**src/rtl/pipe_scoreboard_if.sv**
```systemverilog
// Issue-stage handshake between decode and the hazard/forwarding scoreboard.
// The decode side (master) presents the instruction; the scoreboard (slave) answers.
interface pipe_scoreboard_if #(
    parameter int DEPTH = 2,
    parameter int SELW  = $clog2(DEPTH + 1)
);
    logic             stall;
    logic             flush;
    logic             id_valid;
    logic [4:0]       id_rs1;
    logic [4:0]       id_rs2;
    logic             id_rs1_used;
    logic             id_rs2_used;
    logic [4:0]       id_rd;
    logic             id_rd_we;
    logic             id_is_load;

    logic             issue_stall;
    logic [SELW-1:0]  fwd1_sel;
    logic [SELW-1:0]  fwd2_sel;
    logic [DEPTH-1:0] slot_valid;
    logic             wb_we;
    logic [4:0]       wb_rd;

    modport master (
        output stall, flush, id_valid, id_rs1, id_rs2, id_rs1_used, id_rs2_used,
               id_rd, id_rd_we, id_is_load,
        input  issue_stall, fwd1_sel, fwd2_sel, slot_valid, wb_we, wb_rd
    );

    modport slave (
        input  stall, flush, id_valid, id_rs1, id_rs2, id_rs1_used, id_rs2_used,
               id_rd, id_rd_we, id_is_load,
        output issue_stall, fwd1_sel, fwd2_sel, slot_valid, wb_we, wb_rd
    );
endinterface

```
**src/rtl/pipe_scoreboard.sv**
```systemverilog
// Hazard and forwarding controller: tracks destinations of DEPTH in-flight
// instructions (execute..writeback), interlocks load-use, picks forward sources.
module pipe_scoreboard #(
    parameter int DEPTH    = 2,
    parameter int LOAD_LAT = 1,
    parameter int SELW     = $clog2(DEPTH + 1)
) (
    input  logic              clk,
    input  logic              reset,
    pipe_scoreboard_if.slave  sb
);

    typedef struct packed {
        logic       valid;
        logic [4:0] rd;
        logic       is_load;
    } slot_t;

    typedef struct packed {
        logic            hazard;
        logic [SELW-1:0] sel;
    } fwd_t;

    slot_t slots [DEPTH];
    fwd_t  fwd1;
    fwd_t  fwd2;
    logic  issue_ok;

    // Scan oldest to youngest so the youngest matching slot overrides; a match
    // on a load still inside its latency window blocks any older producer.
    function automatic fwd_t lookup(input logic [4:0] src, input logic used);
        fwd_t r;
        // NOTE: every combinational result gets a default before any
        // conditional update, so no path leaves it unassigned (no latch).
        r = '0;
        for (int k = DEPTH - 1; k >= 0; k--) begin
            if (used && src != 5'd0 && slots[k].valid && slots[k].rd == src) begin
                r.hazard = slots[k].is_load && (k < LOAD_LAT);
                r.sel    = r.hazard ? '0 : SELW'(k + 1);
            end
        end
        return r;
    endfunction

    always_comb begin
        fwd1 = lookup(sb.id_rs1, sb.id_rs1_used);
        fwd2 = lookup(sb.id_rs2, sb.id_rs2_used);
    end

    // Flush dominates a hazard: the squashed instruction never needs to wait.
    assign sb.issue_stall = sb.id_valid & ~sb.flush & (fwd1.hazard | fwd2.hazard);
    assign sb.fwd1_sel    = fwd1.sel;
    assign sb.fwd2_sel    = fwd2.sel;
    assign issue_ok       = sb.id_valid & ~sb.flush & ~sb.issue_stall;

    always_ff @(posedge clk) begin
        if (reset) begin
            // NOTE: the slot array is a handful of flops, and wb_rd must read 0
            // after reset, so every field is cleared rather than only valid.
            for (int k = 0; k < DEPTH; k++) begin
                slots[k] <= '0;
            end
        end else if (!sb.stall) begin
            // NOTE: non-blocking assignments make the shift read the old slot
            // contents regardless of loop order.
            for (int k = 1; k < DEPTH; k++) begin
                slots[k] <= slots[k-1];
            end
            if (issue_ok && sb.id_rd_we && sb.id_rd != 5'd0) begin
                slots[0] <= '{valid: 1'b1, rd: sb.id_rd, is_load: sb.id_is_load};
            end else begin
                slots[0] <= '0;
            end
        end
    end

    always_comb begin
        sb.slot_valid = '0;
        for (int k = 0; k < DEPTH; k++) begin
            sb.slot_valid[k] = slots[k].valid;
        end
    end

    assign sb.wb_we = slots[DEPTH-1].valid;
    assign sb.wb_rd = slots[DEPTH-1].rd;

endmodule

```
**src/flat_wrapper.sv**
```systemverilog
// flat-port wrapper written by rule: the top's interface ports become plain ports
module pipe_scoreboard_flat 
#(
    parameter int DEPTH    = 2,
    parameter int LOAD_LAT = 1,
    parameter int SELW     = $clog2(DEPTH + 1)
)
  (clk, reset, sb_stall, sb_flush, sb_id_valid, sb_id_rs1, sb_id_rs2, sb_id_rs1_used, sb_id_rs2_used, sb_id_rd, sb_id_rd_we, sb_id_is_load, sb_issue_stall, sb_fwd1_sel, sb_fwd2_sel, sb_slot_valid, sb_wb_we, sb_wb_rd);
  pipe_scoreboard_if #(.DEPTH(DEPTH), .SELW(SELW)) sb_i ();
  input  logic clk;
  input  logic reset;
  input wire logic [$bits(sb_i.stall)-1:0] sb_stall;
  input wire logic [$bits(sb_i.flush)-1:0] sb_flush;
  input wire logic [$bits(sb_i.id_valid)-1:0] sb_id_valid;
  input wire logic [$bits(sb_i.id_rs1)-1:0] sb_id_rs1;
  input wire logic [$bits(sb_i.id_rs2)-1:0] sb_id_rs2;
  input wire logic [$bits(sb_i.id_rs1_used)-1:0] sb_id_rs1_used;
  input wire logic [$bits(sb_i.id_rs2_used)-1:0] sb_id_rs2_used;
  input wire logic [$bits(sb_i.id_rd)-1:0] sb_id_rd;
  input wire logic [$bits(sb_i.id_rd_we)-1:0] sb_id_rd_we;
  input wire logic [$bits(sb_i.id_is_load)-1:0] sb_id_is_load;
  output wire logic [$bits(sb_i.issue_stall)-1:0] sb_issue_stall;
  output wire logic [$bits(sb_i.fwd1_sel)-1:0] sb_fwd1_sel;
  output wire logic [$bits(sb_i.fwd2_sel)-1:0] sb_fwd2_sel;
  output wire logic [$bits(sb_i.slot_valid)-1:0] sb_slot_valid;
  output wire logic [$bits(sb_i.wb_we)-1:0] sb_wb_we;
  output wire logic [$bits(sb_i.wb_rd)-1:0] sb_wb_rd;
  assign sb_i.stall = sb_stall;
  assign sb_i.flush = sb_flush;
  assign sb_i.id_valid = sb_id_valid;
  assign sb_i.id_rs1 = sb_id_rs1;
  assign sb_i.id_rs2 = sb_id_rs2;
  assign sb_i.id_rs1_used = sb_id_rs1_used;
  assign sb_i.id_rs2_used = sb_id_rs2_used;
  assign sb_i.id_rd = sb_id_rd;
  assign sb_i.id_rd_we = sb_id_rd_we;
  assign sb_i.id_is_load = sb_id_is_load;
  assign sb_issue_stall = sb_i.issue_stall;
  assign sb_fwd1_sel = sb_i.fwd1_sel;
  assign sb_fwd2_sel = sb_i.fwd2_sel;
  assign sb_slot_valid = sb_i.slot_valid;
  assign sb_wb_we = sb_i.wb_we;
  assign sb_wb_rd = sb_i.wb_rd;
  pipe_scoreboard #(.DEPTH(DEPTH), .LOAD_LAT(LOAD_LAT), .SELW(SELW)) u_core (.clk(clk), .reset(reset), .sb(sb_i));
endmodule
```
**config.mk**
```make
export PLATFORM = sky130hd
export DESIGN_NAME = pipe_scoreboard_flat
export DESIGN_NICKNAME = d
export VERILOG_FILES = /design/src/rtl/pipe_scoreboard_if.sv /design/src/rtl/pipe_scoreboard.sv /design/src/flat_wrapper.sv
export SDC_FILE = /design/constraint.sdc
export NUM_CORES = 1
export LEC_CHECK = 0
export BUFFER_PORTS_ARGS = -buffer_cell sky130_fd_sc_hd__buf_2
export CAP_MARGIN = 40
export CORE_MARGIN = 2
export CORE_UTILIZATION = 49
export DETAILED_ROUTE_END_ITERATION = 6
export GPL_ROUTABILITY_DRIVEN = 0
export PLACE_DENSITY = 0.83
export SLEW_MARGIN = 15
export SYNTH_ARGS = -nofsm -noshare
export SYNTH_HDL_FRONTEND = slang
export SYNTH_SLANG_ARGS = --single-unit
```
**constraint.sdc**
```tcl
create_clock -name clk -period 4.89 [get_ports clk]
set_input_delay 0.978 -clock clk [delete_from_list [all_inputs] [get_ports clk]]
set_output_delay 0.978 -clock clk [all_outputs]
set_load 0.02 [all_outputs]
```
=== After elaboration in Yosys (flattened, before gate mapping) ===
Memory sizes are Yosys's and may differ from the RTL's.
Cells that the tools add are included.

* Memories: 1
* Memory bits (writable): 14
* Output and inout bits: 13
* Logic and storage cells: 50
* Register bits: 0
* Input bits: 24

{| class="wikitable"
|+ Memory list
! name !! words !! width !! rd ports !! clocked after memory_dff !! wr ports !! line !! text
|-
| u_core.slots || 2 || 7 || 2 || 0 || 2 || pipe_scoreboard.sv:24 || <nowiki>slot_t slots [DEPTH];</nowiki>
|}

* Mux-type cells: 21
* Eq/ne operators: 4
* Reduce and logical (&&, ||, !) cells: 15
* Bitwise logic cells: 9

{| class="wikitable"
|+ Operators with widths
! kind !! number
|-
| two-way mux 7 bit || 3
|-
| equality test 5 bit || 4
|-
| nonzero test 5 bit || 3
|-
| two-way mux 1 bit || 14
|-
| logical AND 1 bit || 12
|-
| two-way mux 3 bit || 2
|-
| two-way mux 2 bit || 2
|-
| OR 1 bit || 4
|-
| bitwise AND 1 bit || 3
|-
| NOT 1 bit || 2
|}

=== Depth between registers and ports, before layout ===
Gate-level depths: netlist of run 1.

* Depth in word-level cells: 18
* Mapped depth: 5
* Gate-level depth less buffers: 5

=== Worst setup path after synthesis of run 1 ===
OpenSTA, ideal clock, no wires.

* Path kind: input port to output port
* Start point: input sb_id_rs1[4]
* End point: output sb_issue_stall
* Data arrival time: 2.070 ns
* Path slack: 1.842 ns
* Buffers on the path: 0
* Stages: 5
* Required time: 3.912 ns
* Path through: xor2_1 > nor4_1 > nand4_1 > a21boi_2 > and3b_1

* Cells in the longest elaborated chain, start to end: 7
* Elaborated cells on any way between the ends: 8
* Classes of those cells: eq/ne: 1; mux: 1; bitwise: 2; reduce/logical: 4

{| class="wikitable"
|+ RTL lines
! element !! line !! text
|-
| from (decl) || flat_wrapper.sv:15 || <nowiki>input wire logic [$bits(sb_i.id_rs1)-1:0] sb_id_rs1;</nowiki>
|-
| nonzero test 5 bit || pipe_scoreboard.sv:37 || <nowiki>if (used && src != 5'd0 && slots[k].valid && slots[k].rd == src) begin</nowiki>
|-
| logical AND 1 bit (2 in a row) || pipe_scoreboard.sv:37 ||
|-
| logical AND 1 bit (*) || pipe_scoreboard.sv:37 ||
|-
| two-way mux 3 bit (*) || pipe_scoreboard.sv:37 ||
|-
| OR 1 bit (*) || pipe_scoreboard.sv:51 || <nowiki>assign sb.issue_stall = sb.id_valid & ~sb.flush & (fwd1.hazard | fwd2.hazard);</nowiki>
|-
| bitwise AND 1 bit (*) || pipe_scoreboard.sv:51 ||
|-
| to (decl) || flat_wrapper.sv:22 || <nowiki>output wire logic [$bits(sb_i.issue_stall)-1:0] sb_issue_stall;</nowiki>
|}

Every way passes the cells marked *; elsewhere a longest branch is shown, timed or not.

=== Final worst setup path of run 1 ===
Same ends and word-level chain as after synthesis.

==> results.cfg, run 1 <==
[worst_hold_path]
min_path_type = reg2reg

[global_route]
grt_max_degree = 9
first_global_vias = 681
antenna_found_initial = 0
grt-ovfl-total = 0
grt_use_total_pct = 20.4
grt_pass1_wl_mm = 2.81

[routing]
drtAntennaViolNets = 0
vias = 788
drc = 0
vias_per_cell = 5.40
first_iter_violations = 13
drt_wl_total_mm = 1.84
drt_pre_antenna_iters = 4
wl_per_cell_microns = 12.6

[power_and_ir_drop]
p_seq_share_pct = 54.3
intPower_mw = 0.165
leakage_nw = 0.485
power_frac_comb_pct = 16.8
p_sw_share_pct = 25.5
clockPowerShare_pct = 28.9
ir_drop_v = 0.000161
p_sw_mw = 0.0566
power_density_nw_per_um2 = 217

[cts]
postCtsSetupRepairBufs = 0
clk_pin_slew_ps = 70
cts_max_level = 1
cts.sinks = 13
postCtsHoldBufs = 0
cts_resized = 0
clockBufferDepth = 2
cts_buffers = 3
cts_tree = built
clk_latency_ps = 280
root_buffer = clkbuf_4

[finish]
largestRegisters = u_core.slots (13)
nNetsFinal = 155
drive_gt1_share_pct = 32.3
final_cell_mix = 36 x buf_2, 17 x nand2_1, 14 x xor2_1
fin_util_pct = 67.1
largest_reg_flops = 13
seq_area_sq_um = 320
top_register = u_core.slots
layout_commonest_cell = buf_2
nFillCells = 123
multi_input_area_sq_um = 472
area_growth_pct = 25.5
antennaDiodeCount = 0

[job]
cap_viol_max_count = 0

[critical_path]
required_ps = 3910
crit_path_end_kind = output port
slowest_stage = a21boi_2
cp_common_cell = buf_2
path_max_fanout = 8
crit_buf_inv = 2
crit_family = simple AND/OR/NAND/NOR gates
worst-setup-path-type = in2out
path_cells = buf_2 > xor2_1 > nor4_1 > nand4_1 > a21boi_2 > and3b_1 > buf_2
crit_arrival_ps = 2430
max_stage_delay_ps = 320
crit_path_start_kind = input pin

[synthesis]
seq_area_frac_synth_pct = 39.3
synth_nets = 117
synth.cell_area_sq_um = 815
synth.yosys.warnings = 0
synthesis.instances = 93
ys_ff_latch = 13
syn_area_per_cell_sq_um = 8.76
synth_cell_types = 23

[sta]
worst-slew-pin-transition_ps = 519
fmax_mhz = 293
hold_viol_final = 0
rsz0062_at_grt = no
slew-limit-headroom_pct = 64.9
hold_slack_ps = 488
final_max_slew_viol_count = 0
final.setup.tns_ps = 0
setup_viol = 0
fin_skew_ps = 1.62
fin_crit_ps = 3410
final_min_period_over_clock_period_pct = 69.7
setup_slack_ps = 1480

[floorplanning]
die_area_sq_um = 2000
io_pins = 37
die_y_microns = 44.8
die_width_microns = 44.8
num_rows = 14
core_sq_um = 1520
start_util_pct = 53.4

[placed_design]
place_ws_ps = 1500
io_buffers = 36
place_hpwl_mm = 1.52

[run_status]
outcome = finished clean
[power groups by stage]
stage,clock network [mW],logic [mW],registers (mW)
floorplan,0,0.0162,0.125
global placement,0,0.0361,0.123
detailed placement,0,0.0373,0.123
CTS,0.0647,0.0374,0.120
global route,0.0689,0.0412,0.121
finish,0.0642,0.0373,0.121
[layer usage]
metal | vias up | wire (microns) | part of all wire, % | global-route usage, %
met5 | - | 0 | 0 | 0
met4 | 0 | 109 | 5.9 | 20.6
met3 | 12 | 177 | 9.6 | 2.80
met2 | 47 | 811 | 44 | 30.7
met1 | 336 | 745 | 40 | 24.3
li1 | 393 | - | - | -
[worst reg2reg max path, cell delays in order (launching register included)]
cell      delay [ps]
dfxtp_1          360
xor2_1           180
nor4_1           290
nand4_1          230
a21boi_2         320
o21ai_0          140
[cells in the mapped netlist]
cell	count	share of area [%]
nor2b_1	1	0.77
and2_2	1	0.92
and2_1	6	4.6
buf_4	2	1.8
inv_1	1	0.46
a21boi_2	1	1.4
and4_1	1	1.1
xor2_1	14	15
nor4_1	4	3.1
clkbuf_1	1	0.46
and3b_1	1	1.1
and3_1	2	1.5
nor2_1	6	2.8
nor4b_1	1	1.1
o21ai_0	7	4.3
nand2_1	17	7.8
nand4_1	3	2.3
nand3_1	1	0.61
xnor2_1	6	6.5
and4_2	1	1.2
nor3_1	3	1.8
edfxtp_1	6	22
dfxtp_1	7	17
[per-stage QoR]
stage	instance area [sq um]	cells	power, mW
2_1_floorplan	815	93	0.141
3_3_place_gp	996	142	0.159
3_5_place_dp	996	142	0.160
4_1_cts	1020	146	0.223
5_1_grt	1020	146	0.231
6_report	1020	146	0.222
[cell type report]
cell class              count  area share [%]
clock buffers               4            2.57
inverters                   1           0.367
multi-input cells          76            46.1
flip-flops and latches     13            31.3
well taps                  16            1.96
repair buffers             36            17.6
[cell families after synthesis]
group           Yosys count  share of synthesized area, %
simple gates             48                          30.7
xor+xnor                 20                          21.5
flops                    13                          39.3
compound gates            8                          5.68
buf+inv                   4                          2.76
[path summary, 6_finish.rpt]
path / cells past startpoint / from / slack [ps] / to
max: 7 / sb_id_rs1[4] / 1480 / sb_issue_stall
min: 2 / u_core.slots[0][0] / 490 / u_core.slots[0][0]
max reg2reg: 5 / u_core.slots[0][4] / 3240 / u_core.slots[0][5]
min reg2reg: 2 / u_core.slots[0][0] / 490 / u_core.slots[0][0]
Note: power is estimated with default switching activity, not from simulation.
==> run 2, diff against run 1 <==
Settings changed: CORE_ASPECT_RATIO set to 0.7, CORE_UTILIZATION 49 to 41, PLACE_DENSITY 0.83 to 0.74.
Clock period 4.89 ns to 3 ns, I/O delays scaled along.
==> run 2 against run 1 <==
  * Die area rose by 18%
  * First-iteration DRC count rose by 140%
  * Register-to-register slack got worse by 1900 ps
  * Combinational power grew 61%
  * Clock skew increased by 1.8 ps
  * Sequential share of layout area is 0.23 points lower
  * Clock power up 56%
  * Global-route usage down 3.0 points
  * Clock-buffer cell count is the same
  * Critical endpoint unchanged
==> results.cfg, run 2 (synthesis gave the netlist of run 1 again) <==
[critical_path]
r2r_cells = 5
rr_startpoint = u_core.slots[0][5]
required_ps = 2400
crit_family = simple AND/OR/NAND/NOR gates
rrSetupSlack_ps = 1370
path_max_fanout = 8
slowest_stage = a21boi_2
crit_cells = 7
crit_end = sb_issue_stall
crit_arrival_ps = 2040
startpoint = sb_id_rs1[4]
crit_path_start_kind = input pin
path_cells = buf_2 > xor2_1 > nor4_1 > nand4_1 > a21boi_2 > and3b_1 > buf_2
r2r_end = u_core.slots[0][5]
worst-setup-path-type = in2out
max_stage_delay_ps = 320
crit_path_end_kind = output port
crit_buf_inv = 2
cp_common_cell = buf_2

[global_route]
first_global_vias = 704
antenna_found_initial = 0
grt_max_degree = 9
grt_pass1_wl_mm = 3.00
grt_use_total_pct = 17.4
grt-ovfl-total = 0

[power_and_ir_drop]
leakage_nw = 0.485
ir_drop_v = 0.000274
clockPowerShare_pct = 28.0
intPower_mw = 0.269
power_density_nw_per_um2 = 346
p_sw_share_pct = 24.5
p_seq_share_pct = 55.1
p_sw_mw = 0.0874
power_frac_comb_pct = 16.9
p_total_mw = 0.357

[floorplanning]
die_y_microns = 41.3
die_area_sq_um = 2360
io_pins = 37
core_sq_um = 1870
die_width_microns = 57.3
num_rows = 13
start_util_pct = 43.5

[placed_design]
place_area_sq_um = 1000
place_ws_ps = 357
io_buffers = 36
place_hpwl_mm = 1.62

[routing]
first_iter_violations = 31
drc = 0
drtAntennaViolNets = 0
wl_per_cell_microns = 12.3
drt_wl_total_mm = 1.88
vias = 760
vias_per_cell = 5.00
drt_pre_antenna_iters = 4

[sta]
setup_viol = 0
final_max_slew_viol_count = 0
rsz0062_at_grt = no
hold_viol_final = 0
setup_slack_ps = 360
fin_skew_ps = 3.45
fmax_mhz = 379
hold_slack_ps = 492
final.setup.tns_ps = 0
fin_crit_ps = 2640
slew-limit-headroom_pct = 64.4
worst-slew-pin-transition_ps = 527
final_min_period_over_clock_period_pct = 88.0

[cts]
cts_tree = built
cts_resized = 0
cts_buffers = 3
clk_latency_ps = 260
cts.sinks = 13
postCtsHoldBufs = 0
postCtsSetupRepairBufs = 0
clk_pin_slew_ps = 70
clockBufferDepth = 2
cts_max_level = 1
root_buffer = clkbuf_4

[finish]
antennaDiodeCount = 0
drive_gt1_share_pct = 32.3
area_growth_pct = 26.4
final_cell_mix = 36 x buf_2, 17 x nand2_1, 14 x xor2_1
largest_reg_flops = 13
top_register = u_core.slots
layout_commonest_cell = buf_2
nNetsFinal = 155
final_cell_area_sq_um = 1030
largestRegisters = u_core.slots (13)

[worst_hold_path]
min_path_type = reg2reg

[job]
cap_viol_max_count = 0

[run_status]
outcome = finished clean
[run 2: cell counts in the layout (fill, tap and decap cells not counted)]
Identical to the previous run, type by type.
[run 2: worst min path at each step]
stage	start	to	slack, ps	depth (start not counted)
after floorplan	u_core.slots[0][0]	u_core.slots[0][0]	460	2
after global placement	u_core.slots[0][0]	u_core.slots[0][0]	490	2
after detailed placement	u_core.slots[0][0]	u_core.slots[0][0]	490	2
after CTS	u_core.slots[0][0]	u_core.slots[0][0]	500	2
after global routing	u_core.slots[0][0]	u_core.slots[0][0]	540	2
final	u_core.slots[0][0]	u_core.slots[0][0]	490	2
[run 2: routing by layer]
metal	up-vias	global-route usage (%)	share of wire [%]
li1	394	-	-
met1	336	21.7	48
met2	30	33.6	45
met3	0	2.78	7.4
met4	0	3.49	0
met5	-	0	0
[run 2: power groups by stage]
stage | registers, mW | logic (mW) | clock network (mW)
CTS | 0.197 | 0.0606 | 0.102
global placement | 0.200 | 0.0586 | 0
finish | 0.197 | 0.0601 | 0.0999
detailed placement | 0.201 | 0.0604 | 0
global route | 0.197 | 0.0671 | 0.111
floorplan | 0.204 | 0.0263 | 0
[run 2: final cells by class]
cell class	instances	area (sq um)
repair buffers	36	180
clock buffers	4	26.3
flip-flops and latches	13	320
fillers	188	841
well taps	22	27.5
inverters	1	3.75
multi-input cells	76	472
[run 2: worst min-delay path, delay by kind of cell, from the launching register on]
family / cells / cell delay [ps]
flops: 1 / 330
compound gates: 1 / 60
simple gates: 1 / 50
[run 2: stage by stage]
step           util (%)  instances
3_5_place_dp       53.6        148
6_report           55.1        152
4_1_cts            55.1        152
2_1_floorplan         -         93
5_1_grt            55.1        152
3_3_place_gp       53.6        148
==> run 3, diff against run 2 <==
Settings changed: CORE_UTILIZATION 41 to 30, PLACE_DENSITY 0.74 to unset, REMOVE_ABC_BUFFERS set to 1.
==> run 3 against run 2 <==
  * Clock skew decreased by 2.2 ps
  * Sequential share of layout area decreased by 0.99 points
  * Worst hold slack gained 12 ps
  * Clock power grew 49%
  * Combinational power barely moved
  * Critical path depth is the same
  * Cell count up 7.9%
  * Routed wire length up 5.3%
  * Design area increased by 3.3%
  * Total power increased by 14%
==> results.cfg, run 3 (synthesis gave the netlist of run 1 again) <==
[run_status]
outcome = finished clean

[global_route]
busiest_layer = met2
antenna_found_initial = 0
use_met3_pct = 3.53
grt-ovfl-total = 0
first_global_vias = 696
grt_use_met2_pct = 21.0
grt_use_total_pct = 13.2
grtUsageMet1_pct = 17.3
grt_pass1_wl_mm = 3.02
grt_max_degree = 9

[finish]
final_cells = 164
fin_util_pct = 42.3
area_growth_pct = 30.6
largest_reg_flops = 13
antennaDiodeCount = 0
largestRegisters = u_core.slots (13)
final_cell_area_sq_um = 1060
nFillCells = 268
top_register = u_core.slots
seq_area_sq_um = 320
nNetsFinal = 155
final_cell_mix = 36 x buf_2, 17 x nand2_1, 14 x xor2_1
drive_gt1_share_pct = 32.3
layout_commonest_cell = buf_2
multi_input_area_sq_um = 472

[cts]
clockBufferDepth = 2
postCtsHoldBufs = 0
cts.sinks = 13
cts_max_level = 1
cts_buffers = 3
clk_pin_slew_ps = 50
postCtsSetupRepairBufs = 0
cts_tree = built
cts_resized = 0
root_buffer = clkbuf_8
clk_latency_ps = 240

[critical_path]
startpoint = sb_id_rs2[3]
crit_path_end_kind = output port
rrSetupSlack_ps = 1340
crit_path_start_kind = input pin
crit_end = sb_issue_stall
path_max_fanout = 8
r2r_cells = 5
rr_startpoint = u_core.slots[0][5]
required_ps = 2400
worst-setup-path-type = in2out
r2r_end = u_core.slots[0][5]
crit_arrival_ps = 2070

[sta]
worst-slew-pin-transition_ps = 506
fin_crit_ps = 2670
fin_skew_ps = 1.22
setup_viol = 0
hold_viol_final = 0
setup_slack_ps = 328
hold_slack_ps = 504
fmax_mhz = 374
final_max_slew_viol_count = 0
slew-limit-headroom_pct = 66.2
rsz0062_at_grt = no
final_min_period_over_clock_period_pct = 89.1
final.setup.tns_ps = 0

[floorplanning]
num_rows = 15
core_sq_um = 2510
die_area_sq_um = 3150
die_y_microns = 47.6
die_width_microns = 66.3
start_util_pct = 32.4
io_pins = 37

[placed_design]
place_ws_ps = 343
io_buffers = 36
dp_cells = 160
place_hpwl_mm = 1.70
place_area_sq_um = 1020

[power_and_ir_drop]
leakage_nw = 0.493
ir_drop_v = 0.000164
p_total_mw = 0.407
power_density_nw_per_um2 = 382

[routing]
vias = 757
first_iter_violations = 6
drc = 0
drt_pre_antenna_iters = 3
drt_wl_total_mm = 1.98
vias_per_cell = 4.62
wl_per_cell_microns = 12.0
drtAntennaViolNets = 0

[worst_hold_path]
min_path_type = reg2reg

[job]
cap_viol_max_count = 0
==> run 3: cell counts in the layout (fill, tap and decap cells not counted) <==
No cell type changed its count.
==> run 3: cell type report <==
cell class,instances,area share (%)
Sequential cell,13,30.1
Clock buffer,4,4.24
Tap cell,34,4.00
Inverter,1,0.353
Multi-Input combinational cell,76,44.4
Timing Repair Buffer,36,16.9
==> run 3: metal layers <==
| layer | vias to the layer above | wire [microns] |
|---|---|---|
| met5 | - | 0 |
| met4 | 0 | 0 |
| met3 | 0 | 161 |
| met2 | 29 | 828 |
| met1 | 335 | 985 |
| li1 | 393 | - |
==> run 3: worst min path at each step <==
| stage | start | endpoint | cells past startpoint |
|---|---|---|---|
| 2_1_floorplan | u_core.slots[0][0] | u_core.slots[0][0] | 2 |
| 3_3_place_gp | u_core.slots[0][0] | u_core.slots[0][0] | 2 |
| 3_5_place_dp | u_core.slots[0][0] | u_core.slots[0][0] | 2 |
| 4_1_cts | u_core.slots[0][0] | u_core.slots[0][0] | 2 |
| 5_1_grt | u_core.slots[0][0] | u_core.slots[0][0] | 2 |
| 6_report | u_core.slots[0][0] | u_core.slots[0][0] | 2 |
==> run 3: where the power goes <==
group / leakage, nW / switching [mW] / internal [mW] / total [mW]
clock network: 0.0228 / 0.0558 / 0.0933 / 0.149
logic: 0.347 / 0.0326 / 0.0276 / 0.0602
registers: 0.123 / 0.00648 / 0.191 / 0.197
total: 0.493 / 0.0949 / 0.312 / 0.407
==> run 3: critical path, stage by stage <==
cell	delay (ps)
buf_2	120
xor2_1	140
nor4_1	270
nand4_1	230
a21boi_2	340
and3b_1	210
buf_2	160
